## src/rtl/sd_host_pkg.sv

```systemverilog
// ---------------------------------------------------------------------------
// sd_host_pkg
// Shared constants for the SD host interrupt status block: register offsets,
// default reserved/level masks, the write-select encoding and named bit
// indices for the Normal and Error Interrupt Status registers.
// ---------------------------------------------------------------------------
package sd_host_pkg;

  // Register widths and the position of the error-summary bit
  localparam int SD_WIDTH     = 16;
  localparam int SD_ERR_WIDTH = 16;
  localparam int SD_ERR_BIT   = 15;

  // Host register offsets
  localparam logic [7:0] OFS_NORM_INT_STAT     = 8'h30;
  localparam logic [7:0] OFS_ERR_INT_STAT      = 8'h32;
  localparam logic [7:0] OFS_NORM_INT_STAT_EN  = 8'h34;
  localparam logic [7:0] OFS_ERR_INT_STAT_EN   = 8'h36;
  localparam logic [7:0] OFS_NORM_INT_SIG_EN   = 8'h38;
  localparam logic [7:0] OFS_ERR_INT_SIG_EN    = 8'h3A;

  // Default masks for the normal register
  localparam logic [15:0] SD_RSVD_MASK  = 16'h7E00;
  localparam logic [15:0] SD_LEVEL_MASK = 16'h0100;

  // Write-select encoding
  localparam logic WR_SEL_NORMAL = 1'b0;
  localparam logic WR_SEL_ERROR  = 1'b1;

  // Normal status bit indices
  localparam int CMD_COMPLETE   = 0;
  localparam int XFER_COMPLETE  = 1;
  localparam int BLK_GAP_EVENT  = 2;
  localparam int DMA_INT        = 3;
  localparam int BUF_WR_READY   = 4;
  localparam int BUF_RD_READY   = 5;
  localparam int CARD_INSERT    = 6;
  localparam int CARD_REMOVE    = 7;
  localparam int CARD_INT       = 8;
  localparam int ERR_INT        = 15;

  // Error status bit indices
  localparam int CMD_TIMEOUT_ERR  = 0;
  localparam int CMD_CRC_ERR      = 1;
  localparam int CMD_END_BIT_ERR  = 2;
  localparam int CMD_INDEX_ERR    = 3;
  localparam int DATA_TIMEOUT_ERR = 4;
  localparam int DATA_CRC_ERR     = 5;
  localparam int DATA_END_BIT_ERR = 6;
  localparam int CUR_LIMIT_ERR    = 7;
  localparam int AUTO_CMD12_ERR   = 8;
  localparam int ADMA_ERR         = 9;

  // One-hot 16-bit mask for a status bit index
  function automatic logic [15:0] bitMask(input int idx);
    logic [15:0] m;
    m = 16'h0001 << idx;
    return m;
  endfunction

endpackage

```

## src/rtl/sd_int_status_ctrl_if.sv

```systemverilog
// ---------------------------------------------------------------------------
// sd_int_status_ctrl_if
// Host-side register bus of the interrupt status block.
//   wr_en / wr_sel / wr_data : W1C write (master -> slave)
//   ack                      : write accepted, one cycle per write
//   status_out/err_status_out: current status registers
//   irq                      : interrupt line to the host
// ---------------------------------------------------------------------------
interface sd_int_status_ctrl_if
  import sd_host_pkg::*;
#(
  parameter int WIDTH     = SD_WIDTH,
  parameter int ERR_WIDTH = SD_ERR_WIDTH
);
  logic                 wr_en;
  logic                 wr_sel;
  logic [WIDTH-1:0]     wr_data;
  logic                 ack;
  logic [WIDTH-1:0]     status_out;
  logic [ERR_WIDTH-1:0] err_status_out;
  logic                 irq;

  modport master (
    output wr_en, wr_sel, wr_data,
    input  ack, status_out, err_status_out, irq
  );

  modport slave (
    input  wr_en, wr_sel, wr_data,
    output ack, status_out, err_status_out, irq
  );
endinterface

```

## src/rtl/sd_w1c_reg.sv

```systemverilog
// ---------------------------------------------------------------------------
// sd_w1c_reg
// One interrupt status vector: sticky bits with write-1-to-clear, level bits
// that follow their source, and reserved bits held at 0. Every bit is gated
// by its status enable; set has priority over clear.
//   clk, rst : clock, synchronous active-high reset
//   evtIn    : event sources
//   statEn   : status enable per bit
//   clr      : W1C clear mask (already qualified by the write strobe)
//   status   : registered status vector
// ---------------------------------------------------------------------------
module sd_w1c_reg
  import sd_host_pkg::*;
#(
  parameter int           W          = 16,
  parameter logic [W-1:0] LEVEL_MASK = {W{1'b0}},
  parameter logic [W-1:0] RSVD_MASK  = {W{1'b0}}
) (
  input  logic         clk,
  input  logic         rst,
  input  logic [W-1:0] evtIn,
  input  logic [W-1:0] statEn,
  input  logic [W-1:0] clr,
  output logic [W-1:0] status
);

  logic [W-1:0] statusR;
  logic [W-1:0] statusNextS;
  logic [W-1:0] stickyNextS;
  logic [W-1:0] levelNextS;

  // Next-state: sticky bits keep their value unless cleared, events win over clears
  always_comb begin
    stickyNextS = statEn & (evtIn | (statusR & ~clr));
    levelNextS  = statEn & evtIn;
    statusNextS = ~RSVD_MASK & ((LEVEL_MASK & levelNextS) | (~LEVEL_MASK & stickyNextS));
  end

  // Status register
  always_ff @(posedge clk) begin
    if (rst) begin
      statusR <= {W{1'b0}};
    end else begin
      statusR <= statusNextS;
    end
  end

  assign status = statusR;

endmodule

```

## src/rtl/sd_int_status_ctrl.sv

```systemverilog
// ---------------------------------------------------------------------------
// sd_int_status_ctrl
// SD host Normal (030h) and Error (032h) Interrupt Status registers with
// sticky latching, W1C, status-enable masking, signal-enable gating and a
// registered interrupt line.
//   clk, rst    : clock, synchronous active-high reset
//   evt_in      : normal event sources (pulse or level)
//   err_evt_in  : error event pulses
//   stat_en     : normal status enable (034h)
//   err_stat_en : error status enable (036h)
//   sig_en      : normal signal enable (038h)
//   err_sig_en  : error signal enable (03Ah)
//   bus         : host register bus (W1C write, ack, status, irq)
// ---------------------------------------------------------------------------
module sd_int_status_ctrl
  import sd_host_pkg::*;
#(
  parameter int               WIDTH      = SD_WIDTH,
  parameter int               ERR_WIDTH  = SD_ERR_WIDTH,
  parameter int               ERR_BIT    = SD_ERR_BIT,
  parameter logic [WIDTH-1:0] RSVD_MASK  = SD_RSVD_MASK,
  parameter logic [WIDTH-1:0] LEVEL_MASK = SD_LEVEL_MASK
) (
  input  logic                 clk,
  input  logic                 rst,
  input  logic [WIDTH-1:0]     evt_in,
  input  logic [ERR_WIDTH-1:0] err_evt_in,
  input  logic [WIDTH-1:0]     stat_en,
  input  logic [ERR_WIDTH-1:0] err_stat_en,
  input  logic [WIDTH-1:0]     sig_en,
  input  logic [ERR_WIDTH-1:0] err_sig_en,
  sd_int_status_ctrl_if.slave  bus
);

  // The summary bit is driven from the error register, so the normal vector
  // holds it at 0 like a reserved bit and the top ORs the summary in.
  localparam logic [WIDTH-1:0] ERR_BIT_MASK   = {{(WIDTH-1){1'b0}}, 1'b1} << ERR_BIT;
  localparam logic [WIDTH-1:0] NORM_HOLD_MASK = RSVD_MASK | ERR_BIT_MASK;

  logic [WIDTH-1:0]     normClrS;
  logic [ERR_WIDTH-1:0] errClrS;
  logic [WIDTH-1:0]     normStatusS;
  logic [ERR_WIDTH-1:0] errStatusS;
  logic [WIDTH-1:0]     statusS;
  logic                 errSummaryS;
  logic                 irqNextS;
  logic                 irqR;
  logic                 ackR;

  // Route the W1C data to the register selected by wr_sel
  always_comb begin
    normClrS = {WIDTH{1'b0}};
    errClrS  = {ERR_WIDTH{1'b0}};
    if (bus.wr_en && (bus.wr_sel == WR_SEL_NORMAL)) begin
      normClrS = bus.wr_data;
    end else if (bus.wr_en && (bus.wr_sel == WR_SEL_ERROR)) begin
      errClrS = bus.wr_data[ERR_WIDTH-1:0];
    end else begin
      normClrS = {WIDTH{1'b0}};
      errClrS  = {ERR_WIDTH{1'b0}};
    end
  end

  sd_w1c_reg #(
    .W          (WIDTH),
    .LEVEL_MASK (LEVEL_MASK),
    .RSVD_MASK  (NORM_HOLD_MASK)
  ) uNormReg (
    .clk    (clk),
    .rst    (rst),
    .evtIn  (evt_in),
    .statEn (stat_en),
    .clr    (normClrS),
    .status (normStatusS)
  );

  sd_w1c_reg #(
    .W          (ERR_WIDTH),
    .LEVEL_MASK ({ERR_WIDTH{1'b0}}),
    .RSVD_MASK  ({ERR_WIDTH{1'b0}})
  ) uErrReg (
    .clk    (clk),
    .rst    (rst),
    .evtIn  (err_evt_in),
    .statEn (err_stat_en),
    .clr    (errClrS),
    .status (errStatusS)
  );

  // Error summary and interrupt request from the enabled status bits
  always_comb begin
    errSummaryS = |errStatusS;
    statusS     = normStatusS | (errSummaryS ? ERR_BIT_MASK : {WIDTH{1'b0}});
    irqNextS    = (|(statusS & sig_en)) | (|(errStatusS & err_sig_en));
  end

  // Registered interrupt line and write acknowledge
  always_ff @(posedge clk) begin
    if (rst) begin
      irqR <= 1'b0;
      ackR <= 1'b0;
    end else begin
      irqR <= irqNextS;
      ackR <= bus.wr_en;
    end
  end

  assign bus.status_out     = statusS;
  assign bus.err_status_out = errStatusS;
  assign bus.irq            = irqR;
  assign bus.ack            = ackR;

endmodule

```

## src/flat_wrapper.sv

```systemverilog
// flat-port wrapper written by rule: the top's interface ports become plain ports
module sd_int_status_ctrl_flat import sd_host_pkg::*;
#(
  parameter int               WIDTH      = SD_WIDTH,
  parameter int               ERR_WIDTH  = SD_ERR_WIDTH,
  parameter int               ERR_BIT    = SD_ERR_BIT,
  parameter logic [WIDTH-1:0] RSVD_MASK  = SD_RSVD_MASK,
  parameter logic [WIDTH-1:0] LEVEL_MASK = SD_LEVEL_MASK
)
  (clk, rst, evt_in, err_evt_in, stat_en, err_stat_en, sig_en, err_sig_en, bus_wr_en, bus_wr_sel, bus_wr_data, bus_ack, bus_status_out, bus_err_status_out, bus_irq);
  sd_int_status_ctrl_if #(.WIDTH(WIDTH), .ERR_WIDTH(ERR_WIDTH)) bus_i ();
  input  logic clk;
  input  logic rst;
  input  logic [WIDTH-1:0] evt_in;
  input  logic [ERR_WIDTH-1:0] err_evt_in;
  input  logic [WIDTH-1:0] stat_en;
  input  logic [ERR_WIDTH-1:0] err_stat_en;
  input  logic [WIDTH-1:0] sig_en;
  input  logic [ERR_WIDTH-1:0] err_sig_en;
  input wire logic [$bits(bus_i.wr_en)-1:0] bus_wr_en;
  input wire logic [$bits(bus_i.wr_sel)-1:0] bus_wr_sel;
  input wire logic [$bits(bus_i.wr_data)-1:0] bus_wr_data;
  output wire logic [$bits(bus_i.ack)-1:0] bus_ack;
  output wire logic [$bits(bus_i.status_out)-1:0] bus_status_out;
  output wire logic [$bits(bus_i.err_status_out)-1:0] bus_err_status_out;
  output wire logic [$bits(bus_i.irq)-1:0] bus_irq;
  assign bus_i.wr_en = bus_wr_en;
  assign bus_i.wr_sel = bus_wr_sel;
  assign bus_i.wr_data = bus_wr_data;
  assign bus_ack = bus_i.ack;
  assign bus_status_out = bus_i.status_out;
  assign bus_err_status_out = bus_i.err_status_out;
  assign bus_irq = bus_i.irq;
  sd_int_status_ctrl #(.WIDTH(WIDTH), .ERR_WIDTH(ERR_WIDTH), .ERR_BIT(ERR_BIT), .RSVD_MASK(RSVD_MASK), .LEVEL_MASK(LEVEL_MASK)) u_core (.clk(clk), .rst(rst), .evt_in(evt_in), .err_evt_in(err_evt_in), .stat_en(stat_en), .err_stat_en(err_stat_en), .sig_en(sig_en), .err_sig_en(err_sig_en), .bus(bus_i));
endmodule
```

## config.mk

```make
export PLATFORM = sky130hd
export DESIGN_NAME = sd_int_status_ctrl_flat
export DESIGN_NICKNAME = d
export VERILOG_FILES = /design/src/rtl/sd_host_pkg.sv /design/src/rtl/sd_int_status_ctrl_if.sv /design/src/rtl/sd_w1c_reg.sv /design/src/rtl/sd_int_status_ctrl.sv /design/src/flat_wrapper.sv
export SDC_FILE = /design/constraint.sdc
export NUM_CORES = 1
export LEC_CHECK = 0
export BUFFER_PORTS_ARGS = -buffer_cell sky130_fd_sc_hd__buf_2
export CORE_MARGIN = 4
export CORE_UTILIZATION = 32
export CTS_CLUSTER_SIZE = 30
export DETAILED_ROUTE_END_ITERATION = 6
export GPL_TIMING_DRIVEN = 1
export PLACE_DENSITY_LB_ADDON = 0.25
export REMOVE_ABC_BUFFERS = 1
export SYNTH_ARGS = -nofsm -noshare
export SYNTH_HDL_FRONTEND = slang
export SYNTH_SLANG_ARGS = --single-unit
```

## constraint.sdc

```tcl
create_clock -name clk -period 1.3 [get_ports clk]
set_input_delay 0 -clock clk [delete_from_list [all_inputs] [get_ports clk]]
set_output_delay 0 -clock clk [all_outputs]
set_load 0.01 [all_outputs]
```

==> qor.csv, run 1 <==
metric,value,unit
TritonCTS clock tree,built,
H-Tree Level Count,1,
Post-synth top flop,dfxtp_1,
Worst Clk Skew,0.00503,ns
post-route ant nets,0,
max capacitance violation total,0,
DR WL/cell,14.2,µm
RSZ-0062 raised after global routing,true,
deepest clock path buffer count,2,
PnR worst setup slack,-0.0333,ns
DRC Markers,0,
initial detailed-routing violation count,40,
CTS buffer count,3,
final number of setup-violating endpoints,2,
worst endpoint required time,1.43,ns
Seq pwr share,0.486,
sw frac,0.260,
die height,69.9,µm
Max Transition Viols Final,0,
crit end category,register,
GRT Residual Overflow,0,
Worst R2R Path Depth,5,
Nets,417,
worst slew pin tran,0.569,ns
CP max FO,2,
crit share post-route,1.03,
end of the worst register-to-register path,u_core.bus.irq,
DR vias,1648,
# clock sinks,27,
I/O pin count,150,
Yosys reg bits,27,
row count,22,
Post-Synthesis Cells,140,
Cell Pwr Density,807,mW/mm²
end point of the critical path,u_core.bus.irq,
FMAX,750,MHz
DR pass1 iterations,4,
Post-synth EDFFs,0,
CP startpoint kind,register,
synthesized area,0.00122,mm²
clock latency on the worst-skew pair,0.27,ns
core area,0.00369,mm²
# diodes,0,
final wirelength,4940,µm
Worst EP arrival,1.47,ns
DIE WIDTH,69.9,µm
Synth area leaders,"dfxtp_1, nor3b_1, a21oi_1, nand2_1, a22oi_1",
Starting Density,0.332,
Sw Pwr,484,µW
final core occ,0.624,
vias per cell,4.74,
Area Overhead vs Synth,87.9,%
Mean Syn Cell Area,8.75,µm²
r2r startpoint,u_core.uErrReg.status[13],
Slew headroom,0.621,
placed cell count,315,
reg2reg setup slack,-0.03,ns
post-detailed-placement half-perimeter wirelength,3700,µm
Overall Global Routing Usage,0.199,
VDD IR max,0.000475,V
outcome,finished with violations,
Clk pwr share,0.254,
Layout Cells excl Fill,348,
Setup WS pre-CTS,-0.0523,ns
Gate power share,0.260,
violated checks,setup timing,
Netlist cell types,21,
Pint,1370,µW
Synthesis Warnings,0,
RD Place Congestion,0.797,
IO buf count,123,
cell taking the most area after synthesis,dfxtp_1,
vias in the first global route,1713,
Final Critical Period,1.33,ns
Root Driver,clkbuf_8,
initial antenna violation count,0,
final hold vios,0,
largest net degree at the start of global routing,28,
"Clk pin slew, worst setup/hold paths",0.09,ns
critical path class,register to register,
"Seq/Total Area, Yosys",0.441,
Hold Crit Class,input port to register,
global-route wire length before repair,7820,µm
P_leak,0.00113,µW
ys async rst share,0,
full die area,0.00488,mm²
layout cells sized above 1,0.500,
post-synth top area share,0.441,
crit path launch,u_core.uErrReg.status[13],
==> power groups by stage <==
stage	clock network, µW	logic (µW)	registers, µW
6_report	472	484	903
2_1_floorplan	0	124	938
4_1_cts	492	479	903
3_5_place_dp	0	402	919
3_3_place_gp	0	398	918
5_1_grt	524	532	909
==> Yosys cell counts (2+ instances only) <==
cell type  number
a21oi_1        24
a22oi_1        11
buf_4           8
clkbuf_1        4
dfxtp_1        27
nand2_1        25
nand4_1         2
nor2b_1         2
nor3b_1        21
nor3b_2         3
nor4_1          3
==> per-layer routing <==
metal	vias to the layer above	part of all wire	global-route usage
li1	820	-	-
met1	742	0.38	0.223
met2	80	0.51	0.370
met3	6	0.098	0.0489
met4	0	0.010	0.0511
met5	-	0	0
==> logic make-up (layout without fill, tap and decap cells) <==
kind of cell,count (synthesis),count (layout),share of synthesized area
buffers and inverters,13,168,0.0654
and+or+nand+nor,61,61,0.301
DFF,27,27,0.441
other,1,6,0.00306
AOI/OAI and AO/OA,38,38,0.189
==> worst min path at each step <==
stage / startpoint / to / slack (ns) / depth (start not counted)
6_report: evt_in[2] / u_core.uNormReg.status[2] / 0.02 / 3
5_1_grt: sig_en[15] / u_core.bus.irq / 0.02 / 3
4_1_cts: evt_in[2] / u_core.uNormReg.status[2] / 0.01 / 3
3_5_place_dp: evt_in[8] / u_core.uNormReg.status[8] / 0.23 / 3
3_3_place_gp: evt_in[8] / u_core.uNormReg.status[8] / 0.22 / 3
2_1_floorplan: rst / u_core.bus.irq / 0.07 / 1
==> flip-flops by register name, summed over array words and instances, names as in the netlist <==
name	count
u_core.bus.irq	1
u_core.bus.ack	1
u_core.uNormReg.status	9
u_core.uErrReg.status	16
==> worst max-delay path, stage by stage (launching register included) <==
cell and delay (ns):
dfxtp_4 0.36, nor4_4 0.28, nand4_1 0.15, buf_4 0.16, a211oi_2 0.17, a31oi_1 0.09
==> stage by stage <==
| step | setup TNS, ns | hold WS, ns | power, µW | instance area (µm²) |
|---|---|---|---|---|
| final | -0.0627 | 0.0216 | 1860 | 2300 |
| after CTS | -0.0773 | 0.0138 | 1870 | 2290 |
| after detailed placement | -0.0523 | 0.234 | 1320 | 1930 |
| after global routing | -0.250 | 0.0178 | 1960 | 2300 |
| after floorplan | 0 | 0.0694 | 1060 | 1160 |
| after global placement | 0 | 0.221 | 1320 | 1930 |
==> placed cells by master, fill, tap and decap left out, types with 2 or more instances in the layout <==
master         netlist  final
a21oi_1             24     24
a22oi_1             11     10
buf_2                0    122
buf_4                8     14
clkbuf_8             0      3
conb_1               1      6
dfxtp_1             27     26
dlygate4sd3_1        0     27
nand2_1             25     25
nand4_1              2      2
nor2b_1              2      2
nor3b_1             21     21
nor3b_2              3      3
nor4_2               1      3
==> repair_timing <==
action                                  CTS  global route
hold endpoints to repair                 26             0
buffers inserted                          1             1
pin swaps                                 2             2
gates resized for setup                   7             1
endpoints found under the setup margin    2             2
hold buffers                             27             0
==> area by class of cell <==
type | count | area [µm²]
fill | 354 | 1390
tap | 48 | 60.1
timing repair buffer | 164 | 997
multi-input combinational | 105 | 656
clock buffer | 4 | 45.0
sequential | 27 | 544
No activity file was read; power rests on OpenSTA's default activity.
==> run 2: changes to the inputs <==
CORE_UTILIZATION = 35   (was 32)
CTS_BUF_LIST = sky130_fd_sc_hd__clkbuf_16   (was not set)
SYNTH_HIERARCHICAL = 1   (was not set)
==> qor.csv, run 2 <==
metric,value,unit
outcome,finished with violations,
violated checks,"hold timing, setup timing",
Multi-input gate area,815,µm²
reg2reg setup slack,-0.10,ns
max FFs per register,16,
I/O pin count,150,
Synthesis Warnings,6,
PnR worst setup slack,-0.249,ns
post-detailed-placement half-perimeter wirelength,4160,µm
RSZ-0062 raised after global routing,true,
final core occ,0.718,
crit path launch,u_core/uErrReg/status[6],
vias per cell,5.07,
Cell Pwr Density,799,mW/mm²
global-route wire length before repair,9750,µm
synthesized area,0.00139,mm²
# diodes,0,
Nets,447,
CP startpoint kind,register,
deepest clock path buffer count,2,
final instance area,0.00269,mm²
Max Transition Viols Final,0,
Placed Area,0.00214,mm²
r2r startpoint,u_core/uErrReg/status[6],
Root Driver,clkbuf_16,
full die area,0.00505,mm²
Overall Global Routing Usage,0.243,
critical path class,register to output pin,
Post-Synthesis Cells,145,
layout cells sized above 1,0.479,
FMAX,645,MHz
WHS,-0.0176,ns
DRC Markers,0,
Worst EP arrival,1.55,ns
H-Tree Level Count,1,
Hold Crit Class,input port to register,
CP max FO,2,
DR pass1 iterations,4,
Worst Clk Skew,0.00440,ns
worst endpoint required time,1.30,ns
DR WL/cell,16.8,µm
crit share post-route,1.19,
final number of setup-violating endpoints,2,
end of the worst register-to-register path,u_core/bus.irq,
row count,22,
CTS buffer count,3,
RD Place Congestion,0.826,
post-route ant nets,0,
DIE WIDTH,71.1,µm
core area,0.00374,mm²
clock latency on the worst-skew pair,0.26,ns
IO buf count,129,
end point of the critical path,bus_status_out[15],
Starting Density,0.372,
Worst R2R Path Depth,5,
"commonest non-fill, non-tap cell in the layout",buf_2,
vias in the first global route,2062,
largest net degree at the start of global routing,18,
register area,547,µm²
initial detailed-routing violation count,100,
P_leak,0.00164,µW
die height,71.1,µm
final hold vios,4,
crit end category,output pin,
Final Critical Period,1.55,ns
TritonCTS clock tree,built,
most frequent cells in the layout,"buf_2, dlygate4sd3_1, nor2b_1",
initial antenna violation count,0,
max capacitance violation total,0,
final wirelength,6360,µm
# clock sinks,27,
FILL cells,299,
GRT Residual Overflow,0,
Mean Syn Cell Area,9.60,µm²
VDD IR max,0.000464,V
Area Overhead vs Synth,93.3,%
"Clk pin slew, worst setup/hold paths",0.07,ns
DR vias,1917,
==> run 2: what timing repair did <==
item,4_1_cts,5_1_grt
resized for setup,3,7
hold buffers,46,0
endpoints found under the setup margin,2,6
pin swaps,2,2
setup buffers,1,1
hold endpoints to repair,26,0
==> run 2: layout make-up <==
cell class | instances | share of cell area
tap | 48 | 0.0223
sequential | 27 | 0.203
multi-input combinational | 111 | 0.303
clock buffer | 3 | 0.0279
timing repair buffer | 186 | 0.438
clock inverter | 1 | 0.00140
inverter | 2 | 0.00372
==> run 2: metal layers <==
layer	wire length, µm	track usage	vias up
li1	-	-	907
met1	2420	0.263	890
met2	3300	0.477	110
met3	568	0.0511	10
met4	65	0.0564	0
met5	0	0	-
==> run 2: worst max-delay path, cell delays in order, from the launching register on <==
cell and delay (ns):
dfxtp_2 0.33, nor4_4 0.26, nand4_1 0.14, or4_1 0.40
buf_2 0.15
==> run 2: metrics by stage <==
stage	TNS [ns]	hold slack, ns	instances	total power [µW]	worst slack [ns]
finish	-0.353	-0.0176	378	2150	-0.249
global route	-0.528	-0.000369	378	2240	-0.344
CTS	-0.293	0.000490	381	2140	-0.269
detailed placement	-0.0974	0.226	330	1340	-0.0655
global placement	-0.0159	0.225	330	1340	-0.0159
floorplan	0	0.0694	140	1070	0.116
==> run 2: how the worst min path moves through the flow <==
stage / from / endpoint / slack (ns) / cells after the start
after floorplan: rst / u_core/bus.irq / 0.07 / 1
after global routing: evt_in[2] / u_core/uNormReg/status[2] / -0.0004 / 2
after detailed placement: err_stat_en[13] / u_core/uErrReg/status[13] / 0.23 / 2
after global placement: stat_en[3] / u_core/uNormReg/status[3] / 0.22 / 2
after CTS: err_evt_in[5] / u_core/uErrReg/status[5] / 0.0005 / 2
final: evt_in[3] / u_core/uNormReg/status[3] / -0.02 / 2
==> run 2: report_power, final <==
part / switching, µW / internal [µW]
sequential: 32.7 / 869
combinational: 225 / 333
clock: 277 / 411
total: 534 / 1610
==> run 3: changes to the inputs <==
CAP_MARGIN = 20   (was not set)
CORE_ASPECT_RATIO = 1.4   (was not set)
CORE_UTILIZATION = 32   (was 35)
SYNTH_HIERARCHICAL = not set   (was 1)
==> qor.csv, run 3 (synthesized netlist as in run 1, its figures left out) <==
metric,value,unit
outcome,finished with violations,
violated checks,setup timing,
CP startpoint kind,register,
Gate power share,0.229,
Placed Area,0.00194,mm²
Hold Crit Class,input port to register,
deepest clock path buffer count,2,
Final Critical Period,1.31,ns
vias in the first global route,1720,
P_leak,0.00114,µW
final wirelength,4930,µm
Slew headroom,0.636,
I/O pin count,150,
critical path depth,4,
GRT Residual Overflow,0,
DR pass1 iterations,4,
Layout Cells excl Fill,341,
post-detailed-placement half-perimeter wirelength,3700,µm
Nets,416,
H-Tree Level Count,1,
die height,81.2,µm
Overall Global Routing Usage,0.202,
initial detailed-routing violation count,27,
row count,26,
DR vias,1604,
core area,0.00368,mm²
VDD IR max,0.000717,V
global-route wire length before repair,7420,µm
"slowest stage delay, CP",0.32,ns
# diodes,0,
final hold vios,0,
reg2reg setup slack,0.05,ns
Worst Clk Skew,0.00371,ns
# clock sinks,27,
worst slew pin tran,0.547,ns
CP max FO,2,
IO buf count,123,
PnR worst setup slack,-0.0149,ns
initial antenna violation count,0,
Worst EP arrival,1.31,ns
clock latency on the worst-skew pair,0.26,ns
DRC Markers,0,
sw frac,0.247,
Met2 Routed Length,2700,µm
final instance area,0.00229,mm²
CTS buffer count,3,
met1 wire length,1760,µm
top sig layer,met4,
crit share post-route,1.01,
post-route ant nets,0,
Hold Path Stages,2,
Seq pwr share,0.433,
"commonest non-fill, non-tap cell in the layout",buf_2,
"CP delay by family, top",simple AND/OR/NAND/NOR gates,
critical path class,register to output pin,
DR WL/cell,14.4,µm
Max Transition Viols Final,0,
max capacitance violation total,0,
worst path bufs/invs,2,
Cell Pwr Density,905,mW/mm²
TritonCTS clock tree,built,
final number of setup-violating endpoints,1,
Worst path slowest cell,dfxtp_2,
worst endpoint required time,1.30,ns
layout cells sized above 1,0.508,
RD Place Congestion,0.733,
placed cell count,311,
Clk pwr share,0.338,
largest net degree at the start of global routing,28,
Starting Density,0.333,
Pwr Total,2080,µW
most frequent cells in the layout,"buf_2, nand2_1, dfxtp_1",
full die area,0.00490,mm²
met3 wire len,330,µm
Worst R2R Path Depth,4,
DIE WIDTH,60.3,µm
CP cell instances,nor4_2 -> nand4_1 -> buf_4 -> buf_6,
Area Overhead vs Synth,87.2,%
RSZ-0062 raised after global routing,true,
FMAX,761,MHz
Sw Pwr,512,µW
vias per cell,4.70,
max FFs per register,16,
Pint,1560,µW
crit end category,output pin,
Root Driver,clkbuf_16,
"Clk pin slew, worst setup/hold paths",0.07,ns
## run 3: cell count changes in the layout (fill, tap and decap cells not counted), sizes merged, moves of 5 or more
cell         change
a21oi           +24
and2             -7
and3            -17
buf              -5
dlygate4sd3     -18
nand2           +25
nor2b           -23
nor3b           +24
o211a           -24
## run 3: timing repair
action                     4_1_cts  5_1_grt
gates resized for setup          4        1
pin swaps                        2        1
hold buffers                    24        0
setup endpoints to repair        2        2
hold endpoints to repair        23        0
buffers inserted                 1        1
## run 3: final timing paths
kind,from,endpoint
hold / removal,err_stat_en[14],u_core.uErrReg.status[14]
setup reg to reg,u_core.uErrReg.status[8],u_core.bus.irq
setup / recovery,u_core.uErrReg.status[8],bus_status_out[15]
hold reg to reg,u_core.uNormReg.status[5],u_core.uNormReg.status[5]
## run 3: layout make-up
type	instances	area (µm²)
clock buffer	3	75.1
fill	365	1380
sequential	27	543
clock inverter	1	5.00
tap	42	52.6
multi-input combinational	105	636
timing repair buffer	163	982
## run 3: worst reg2reg max path, cell delays in order (launching register included)
cell	delay, ns
dfxtp_2	0.32
nor4_2	0.29
nand4_1	0.16
a211oi_2	0.25
a31oi_1	0.09
## run 3: layer usage
layer  GRT usage  vias up
met5           0        -
met4      0.0953        0
met3      0.0350       10
met2       0.376       68
met1       0.211      709
li1            -      817
## run 3: power groups by stage
stage	registers, µW	clock network (µW)	logic, µW
5_1_grt	904	742	526
3_5_place_dp	917	0	406
2_1_floorplan	938	0	124
3_3_place_gp	916	0	401
4_1_cts	899	727	472
6_report	899	702	476
## run 3: stage by stage
stage | hold slack (ns) | utilization | worst slack (ns) | TNS [ns]
floorplan | 0.0694 | - | 0.0195 | 0
global placement | 0.223 | 0.527 | 0.00796 | 0
detailed placement | 0.233 | 0.527 | 0.00156 | 0
CTS | 0.00137 | 0.622 | -0.0218 | -0.0218
global route | 0.00746 | 0.624 | -0.0612 | -0.0789
finish | 0.00372 | 0.624 | -0.0149 | -0.0149
